--- config.mk ---
export PLATFORM = sky130hd
export DESIGN_NAME = serdes_pll_reconfig_ctrl
export DESIGN_NICKNAME = d
export VERILOG_FILES = /design/src/rtl/serdes_pll_reconfig_pkg.sv /design/src/rtl/serdes_avmm_rmw.sv /design/src/rtl/serdes_pll_reconfig_ctrl.sv
export SDC_FILE = /design/constraint.sdc
export NUM_CORES = 1
export LEC_CHECK = 0
export ABC_AREA = 1
export BUFFER_PORTS_ARGS = -buffer_cell sky130_fd_sc_hd__buf_2
export CORE_MARGIN = 2
export CORE_UTILIZATION = 51
export CTS_CLUSTER_DIAMETER = 30
export DETAILED_ROUTE_END_ITERATION = 10
export GPL_ROUTABILITY_DRIVEN = 0
export PLACE_DENSITY = 0.85
export SLEW_MARGIN = 15
export SYNTH_ARGS = -nofsm -noshare
export SYNTH_HDL_FRONTEND = slang
export SYNTH_SLANG_ARGS = --single-unit
--- constraint.sdc ---
create_clock -name reconfig_clk -period 5.15 [get_ports reconfig_clk]
set_input_delay 1.03 -clock reconfig_clk [delete_from_list [all_inputs] [get_ports reconfig_clk]]
set_output_delay 1.03 -clock reconfig_clk [all_outputs]
set_load 0.005 [all_outputs]
--- src/rtl/serdes_pll_reconfig_pkg.sv ---
// Shared types and constants for the PLL reconfiguration sequencer.
package serdes_pll_reconfig_pkg;

  typedef enum logic [2:0] {
    S_IDLE,
    S_RD,
    S_WR,
    S_CRD,
    S_CWR,
    S_WCAL,
    S_WLOCK,
    S_RSP
  } state_t;

  localparam logic [1:0] ST_OK      = 2'd0;
  localparam logic [1:0] ST_CAL_TO  = 2'd1;
  localparam logic [1:0] ST_LOCK_TO = 2'd2;
  localparam logic [1:0] ST_BAD_IDX = 2'd3;

  localparam int DEF_CAL_ADDR = 'h100;
  localparam int DEF_CAL_BIT  = 1;

endpackage

--- src/rtl/serdes_avmm_rmw.sv ---
// Single-port Avalon-MM access engine: raises a strobe on request and
// holds it until waitrequest is seen low.
module serdes_avmm_rmw #(
  parameter int ADDR_W = 10,
  parameter int DATA_W = 32
) (
  input  logic              clk,
  input  logic              rst_n,
  input  logic              rd_go,
  input  logic              wr_go,
  input  logic [ADDR_W-1:0] addr,
  input  logic [DATA_W-1:0] wdata,
  input  logic              waitrequest,
  output logic              rd,
  output logic              wr,
  output logic [ADDR_W-1:0] address,
  output logic [DATA_W-1:0] writedata,
  output logic              done
);

  assign done = (rd | wr) & ~waitrequest;

  // A new request in the completing cycle overrides the drop.
  always_ff @(posedge clk or negedge rst_n) begin
    if (!rst_n) begin
      rd        <= 1'b0;
      wr        <= 1'b0;
      address   <= '0;
      writedata <= '0;
    end else begin
      if (done) begin
        rd <= 1'b0;
        wr <= 1'b0;
      end
      if (rd_go) begin
        rd      <= 1'b1;
        address <= addr;
      end
      if (wr_go) begin
        wr        <= 1'b1;
        address   <= addr;
        writedata <= wdata;
      end
    end
  end

endmodule

--- src/rtl/serdes_pll_reconfig_ctrl.sv ---
// Multi-PLL reconfig sequencer: register read-modify-write, optional
// recalibration, then cal-done and lock waits with timeouts.
module serdes_pll_reconfig_ctrl
  import serdes_pll_reconfig_pkg::*;
#(
  parameter int                N_PLL    = 2,
  parameter int                ADDR_W   = 10,
  parameter int                DATA_W   = 32,
  parameter logic [ADDR_W-1:0] CAL_ADDR = ADDR_W'(DEF_CAL_ADDR),
  parameter int                CAL_BIT  = DEF_CAL_BIT,
  parameter int                TIMEOUT  = 1_000_000
) (
  input  logic                    reconfig_clk,
  input  logic                    reconfig_rst_n,
  input  logic                    cmd_valid,
  output logic                    cmd_ready,
  input  logic [2:0]              cmd_pll,
  input  logic [ADDR_W-1:0]       cmd_addr,
  input  logic [DATA_W-1:0]       cmd_mask,
  input  logic [DATA_W-1:0]       cmd_data,
  input  logic                    cmd_recal,
  output logic                    rsp_valid,
  output logic [1:0]              rsp_status,
  output logic [DATA_W-1:0]       rsp_rdata,
  output logic [N_PLL-1:0]        reconfig_write,
  output logic [N_PLL-1:0]        reconfig_read,
  output logic [ADDR_W-1:0]       reconfig_address,
  output logic [DATA_W-1:0]       reconfig_writedata,
  input  logic [N_PLL*DATA_W-1:0] reconfig_readdata,
  input  logic [N_PLL-1:0]        reconfig_waitrequest,
  input  logic [N_PLL-1:0]        pll_cal_busy,
  input  logic [N_PLL-1:0]        pll_locked,
  output logic                    locked_all
);

  localparam int TW = $clog2(TIMEOUT + 1);
  localparam logic [TW-1:0] TMAX = TW'(TIMEOUT);
  localparam logic [DATA_W-1:0] CAL_M = DATA_W'(1) << CAL_BIT;

  state_t              state;
  logic [2:0]          pll_q;
  logic [ADDR_W-1:0]   addr_q;
  logic [DATA_W-1:0]   mask_q;
  logic [DATA_W-1:0]   data_q;
  logic                recal_q;
  logic [TW-1:0]       timer;
  logic                idle_seen;
  logic [N_PLL-1:0]    busy_m, busy_s, lock_m, lock_s;
  logic [DATA_W-1:0]   sel_rdata;
  logic                sel_wait, sel_busy, sel_lock;
  logic                rd_go, wr_go, rd, wr, done;
  logic [ADDR_W-1:0]   go_addr;
  logic [DATA_W-1:0]   go_wdata;
  logic                accept, bad;

  assign accept = cmd_valid & cmd_ready;
  assign bad    = int'(cmd_pll) >= N_PLL;

  always_ff @(posedge reconfig_clk or negedge reconfig_rst_n) begin
    if (!reconfig_rst_n) begin
      busy_m <= '0;
      busy_s <= '0;
      lock_m <= '0;
      lock_s <= '0;
    end else begin
      busy_m <= pll_cal_busy;
      busy_s <= busy_m;
      lock_m <= pll_locked;
      lock_s <= lock_m;
    end
  end

  assign locked_all = &lock_s;

  always_comb begin
    sel_rdata = '0;
    sel_wait  = 1'b1;
    sel_busy  = 1'b1;
    sel_lock  = 1'b0;
    for (int i = 0; i < N_PLL; i++) begin
      if (pll_q == 3'(i)) begin
        sel_rdata = reconfig_readdata[i*DATA_W +: DATA_W];
        sel_wait  = reconfig_waitrequest[i];
        sel_busy  = busy_s[i];
        sel_lock  = lock_s[i];
      end
    end
  end

  always_comb begin
    rd_go    = 1'b0;
    wr_go    = 1'b0;
    go_addr  = addr_q;
    go_wdata = '0;
    unique case (state)
      S_IDLE: if (accept && !bad) begin
        rd_go   = 1'b1;
        go_addr = cmd_addr;
      end
      S_RD: if (done) begin
        if (mask_q != '0) begin
          wr_go    = 1'b1;
          go_wdata = (sel_rdata & ~mask_q) | (data_q & mask_q);
        end else if (recal_q) begin
          rd_go   = 1'b1;
          go_addr = CAL_ADDR;
        end
      end
      S_WR: if (done && recal_q) begin
        rd_go   = 1'b1;
        go_addr = CAL_ADDR;
      end
      S_CRD: if (done) begin
        wr_go    = 1'b1;
        go_addr  = CAL_ADDR;
        go_wdata = sel_rdata | CAL_M;
      end
      default: ;
    endcase
  end

  serdes_avmm_rmw #(
    .ADDR_W(ADDR_W),
    .DATA_W(DATA_W)
  ) u_rmw (
    .clk        (reconfig_clk),
    .rst_n      (reconfig_rst_n),
    .rd_go      (rd_go),
    .wr_go      (wr_go),
    .addr       (go_addr),
    .wdata      (go_wdata),
    .waitrequest(sel_wait),
    .rd         (rd),
    .wr         (wr),
    .address    (reconfig_address),
    .writedata  (reconfig_writedata),
    .done       (done)
  );

  // pll_q is always in range while a strobe is up.
  assign reconfig_read  = rd ? (N_PLL'(1) << pll_q) : '0;
  assign reconfig_write = wr ? (N_PLL'(1) << pll_q) : '0;

  always_ff @(posedge reconfig_clk or negedge reconfig_rst_n) begin
    if (!reconfig_rst_n) begin
      state      <= S_IDLE;
      cmd_ready  <= 1'b0;
      rsp_valid  <= 1'b0;
      rsp_status <= ST_OK;
      rsp_rdata  <= '0;
      pll_q      <= '0;
      addr_q     <= '0;
      mask_q     <= '0;
      data_q     <= '0;
      recal_q    <= 1'b0;
      timer      <= '0;
      idle_seen  <= 1'b0;
    end else begin
      unique case (state)
        S_IDLE: begin
          cmd_ready <= 1'b1;
          if (accept) begin
            cmd_ready <= 1'b0;
            pll_q     <= cmd_pll;
            addr_q    <= cmd_addr;
            mask_q    <= cmd_mask;
            data_q    <= cmd_data;
            recal_q   <= cmd_recal;
            rsp_rdata <= '0;
            if (bad) begin
              state      <= S_RSP;
              rsp_valid  <= 1'b1;
              rsp_status <= ST_BAD_IDX;
            end else begin
              state <= S_RD;
            end
          end
        end
        S_RD: if (done) begin
          rsp_rdata <= sel_rdata;
          if (mask_q != '0) begin
            state <= S_WR;
          end else if (recal_q) begin
            state <= S_CRD;
          end else begin
            state      <= S_RSP;
            rsp_valid  <= 1'b1;
            rsp_status <= ST_OK;
          end
        end
        S_WR: if (done) begin
          if (recal_q) begin
            state <= S_CRD;
          end else begin
            state      <= S_RSP;
            rsp_valid  <= 1'b1;
            rsp_status <= ST_OK;
          end
        end
        S_CRD: if (done) state <= S_CWR;
        S_CWR: if (done) begin
          state     <= S_WCAL;
          timer     <= '0;
          idle_seen <= 1'b0;
        end
        S_WCAL: begin
          idle_seen <= ~sel_busy;
          if (timer != TMAX) timer <= timer + 1'b1;
          if (!sel_busy && idle_seen) begin
            state <= S_WLOCK;
            timer <= '0;
          end else if (timer == TMAX) begin
            state      <= S_RSP;
            rsp_valid  <= 1'b1;
            rsp_status <= ST_CAL_TO;
          end
        end
        S_WLOCK: begin
          if (timer != TMAX) timer <= timer + 1'b1;
          if (sel_lock) begin
            state      <= S_RSP;
            rsp_valid  <= 1'b1;
            rsp_status <= ST_OK;
          end else if (timer == TMAX) begin
            state      <= S_RSP;
            rsp_valid  <= 1'b1;
            rsp_status <= ST_LOCK_TO;
          end
        end
        S_RSP: begin
          rsp_valid <= 1'b0;
          cmd_ready <= 1'b1;
          state     <= S_IDLE;
        end
        default: state <= S_IDLE;
      endcase
    end
  end

endmodule

==> run_results.csv <==
group,metric,value,unit
synth,synth_edf_count,0,
cts,htreeDepth,4,
timing,tns,0,ps
placement,dp.final_hpwl,20.26,mm
timing,setup_ws,1752,ps
drt,drtPass1Iterations,5,
cts,cts_root_buf,"clkbuf_16",
timing,fin_crit,3398,ps
critical_path,path_class,"reg2reg",
layout,diodes,0,
placement,portBuffers,233,
drt,postRouteWirelength,28.72,mm
cts,cts_resized,0,
flow_run,drv_cap,0,
die,die_width,140.2,um
layout,num-nets-final,1583,
layout,fillerInstances,1516,
placement,preCtsSetupSlack,1674,ps
die,initial_utilization,52.33,%
critical_path,worstPathArrival,3730,ps
die,ios,234,
pwr,clockPowerShare,21.7,%
grt,grt_pass1_wl,45.82,mm
worst_hold_path,hold_path.startpoint,"lock_m[1]",
cts,postCtsHoldBufs,0,
synth,yosysUniqueCellTypes,35,
die,die_y,140.2,um
drt,drt_iter0_markers,1112,
synth,synthCells,1224,
timing,max-slew-margin-rel,27.35,%
drt,remaining_drc_errors,0,
drt,ant_nets,0,
placement,place_area,10770,um^2
synth,syn-num-nets,1377,
grt,track_usage,29.47,%
outcome,status,"finished, final reports clean",
layout,drive_above_1_share,20.30,%
drt,vias_per_cell,5.661,
cts,cts_tree,"built",
critical_path,path_max_fanout,34,
timing,finalSetupViolCount,0,
synth,async_flop_share,100.0,%
timing,fin_crit_sh,65.98,%
pwr,seqPwrFrac,38.4,%
die,fp.dieArea,19670,um^2
synth,synth.top_cell.area_share,50.23,%
critical_path,cp-start-kind,"flip-flop",
critical_path,r2r_start,"pll_q[1]",
critical_path,end_kind,"flip-flop",
critical_path,crit_required,5480,ps
critical_path,cp-startpoint,"pll_q[1]",
grt,grt_pass1_vias,8998,
grt,antenna_found_initial,0,
synth,yosys.area.top_type,"dfrtp_1",
pwr,p_int,3.726,mW
pwr,combPwrFrac,39.9,%
cts,cts_made_buffers,17,
timing,worst_pin_slew,1090,ps
timing,maxSlewViolCount,0,
worst_hold_path,hold_class,"reg2reg",
pwr,p_per_area,568.3,nW/um^2
synth,ys_ff_latch,190,
synth,ys_top_cells_by_count,"411 x nand2_1, 190 x dfrtp_1, 146 x nand3_1",
timing,finClkSkew,13.42,ps
synth,yosys_warnings,0,
layout,final_cell_area,11390,um^2
cts,post-cts-setup-buffers,0,
synth,ys.flop_type,"dfrtp_1",
pwr,vdd_drop_max,321.1,uV
synth,seq_area_frac_synth,50.23,%
timing,rsz0062_at_grt,"no",
synth,avgSynthCellArea,7.733,um^2
drt,wire_per_inst,17.18,um
cts,clk_pin_slew,70,ps
synth,syn_area,9465,um^2
pwr,p_leak,6.017,nW
layout,syn_to_final_growth,20.29,%
cts,insertion_delay,450,ps
synth,synth_most_common_cell,"nand2_1",
die,rows,49,
timing,max_freq,294.3,MHz
die,core-area,18090,um^2
layout,fin_util,62.95,%
pwr,p_switching,2.745,mW
drt,vias,9465,
timing,holdWs,354.6,ps
cts,cts.path.max_buffers,2,
synth,ys_top_cells_by_area,"dfrtp_1 50%, nand2_1 16%, nand3_1 7.7%",
timing,hold_viol,0,
pwr,switching_share,42.41,%
grt,grt_remaining_overflow,0,
cts,cts_sinks,190,
grt,grt_start_max_net_pins,117,
==> path summary, 6_finish.rpt <==
| kind | to | slack, ps | cells after the start |
|---|---|---|---|
| max in group asynchronous | rsp_rdata[0] | 3510 | 2 |
| worst min-delay path | lock_s[1] | 350 | 0 |
| worst max register to register | u_rmw.address[1] | 1750 | 10 |
| worst min register to register | lock_s[1] | 350 | 0 |
| worst max-delay path | u_rmw.address[1] | 1750 | 10 |
| min in group asynchronous | data_q[16] | 700 | 1 |
==> worst max-delay path, cell delays in order, from the launching register on <==
cell and delay (ps):
dfrtp_1 380, inv_2 480, nand4_1 350, nand3_2 240
inv_2 240, nand3_4 280, nand2_4 210, inv_2 510
nand3_2 360, nand2_1 150, nand2_1 60
==> stage by stage <==
step                power [mW]  instances
CTS                      6.442       1672
global route             6.933       1672
global placement         4.932       1640
finish                   6.471       1672
detailed placement       5.025       1640
floorplan                4.112       1224
==> cell usage in the layout, fill, tap and decap left out, types with 5 or more instances in the layout <==
master,count
nand2_1,411
inv_1,98
inv_2,7
xor2_1,9
nor3_1,8
a32oi_1,12
o211ai_1,19
o221ai_1,7
clkbuf_16,17
dfrtp_1,190
buf_2,232
a21oi_1,38
nand3_1,146
o21ai_0,83
nand4_1,18
o21a_1,5
nor2_1,81
a211oi_1,9
buf_4,5
==> area by class of cell <==
cell class | instances | area [um^2] | share of cell area [%]
Inverter | 105 | 394.1 | 3.462
Timing Repair Buffer | 239 | 1232 | 10.82
Sequential cell | 190 | 4755 | 41.76
Multi-Input combinational cell | 877 | 4098 | 35.99
Tap cell | 229 | 286.5 | 2.516
Clock buffer | 18 | 439.2 | 3.857
Clock inverter | 14 | 181.4 | 1.593
==> routing by layer <==
metal,part of all wire (%),vias up,wire [um],GRT usage (%)
li1,-,4443,-,-
met1,41,4445,11810,39.65
met2,47,497,13440,47.06
met3,8.5,80,2438,6.120
met4,3.6,0,1041,11.80
met5,0,-,0,0
==> state kept, by name (all words and copies together), names as in the netlist <==
register	cells
u_rmw.wr	1
addr_q	10
recal_q	1
timer	20
state	3
u_rmw.writedata	32
cmd_ready	1
u_rmw.address	10
mask_q	32
rsp_status	2
data_q	32
rsp_rdata	32
idle_seen	1
lock_s	2
lock_m	2
busy_s	2
pll_q	3
rsp_valid	1
u_rmw.rd	1
busy_m	2
==> power groups by stage <==
| stage | clock network [mW] | logic, mW | registers (mW) |
|---|---|---|---|
| after global routing | 1.47 | 2.91 | 2.55 |
| after global placement | 0 | 2.45 | 2.49 |
| after floorplan | 0 | 1.71 | 2.40 |
| final | 1.40 | 2.58 | 2.49 |
| after CTS | 1.41 | 2.55 | 2.48 |
| after detailed placement | 0 | 2.53 | 2.49 |
==> logic make-up (layout without fill, tap and decap cells) <==
kind of cell,count (synthesis),in the layout,synth area share (%)
xor+xnor,9,9,0.8328
simple gates,681,681,30.61
flops,190,190,50.23
buf+inv,157,376,6.504
compound gates,185,185,11.55
fa+ha+maj,2,2,0.2643
(Power assumes the default switching activity.)
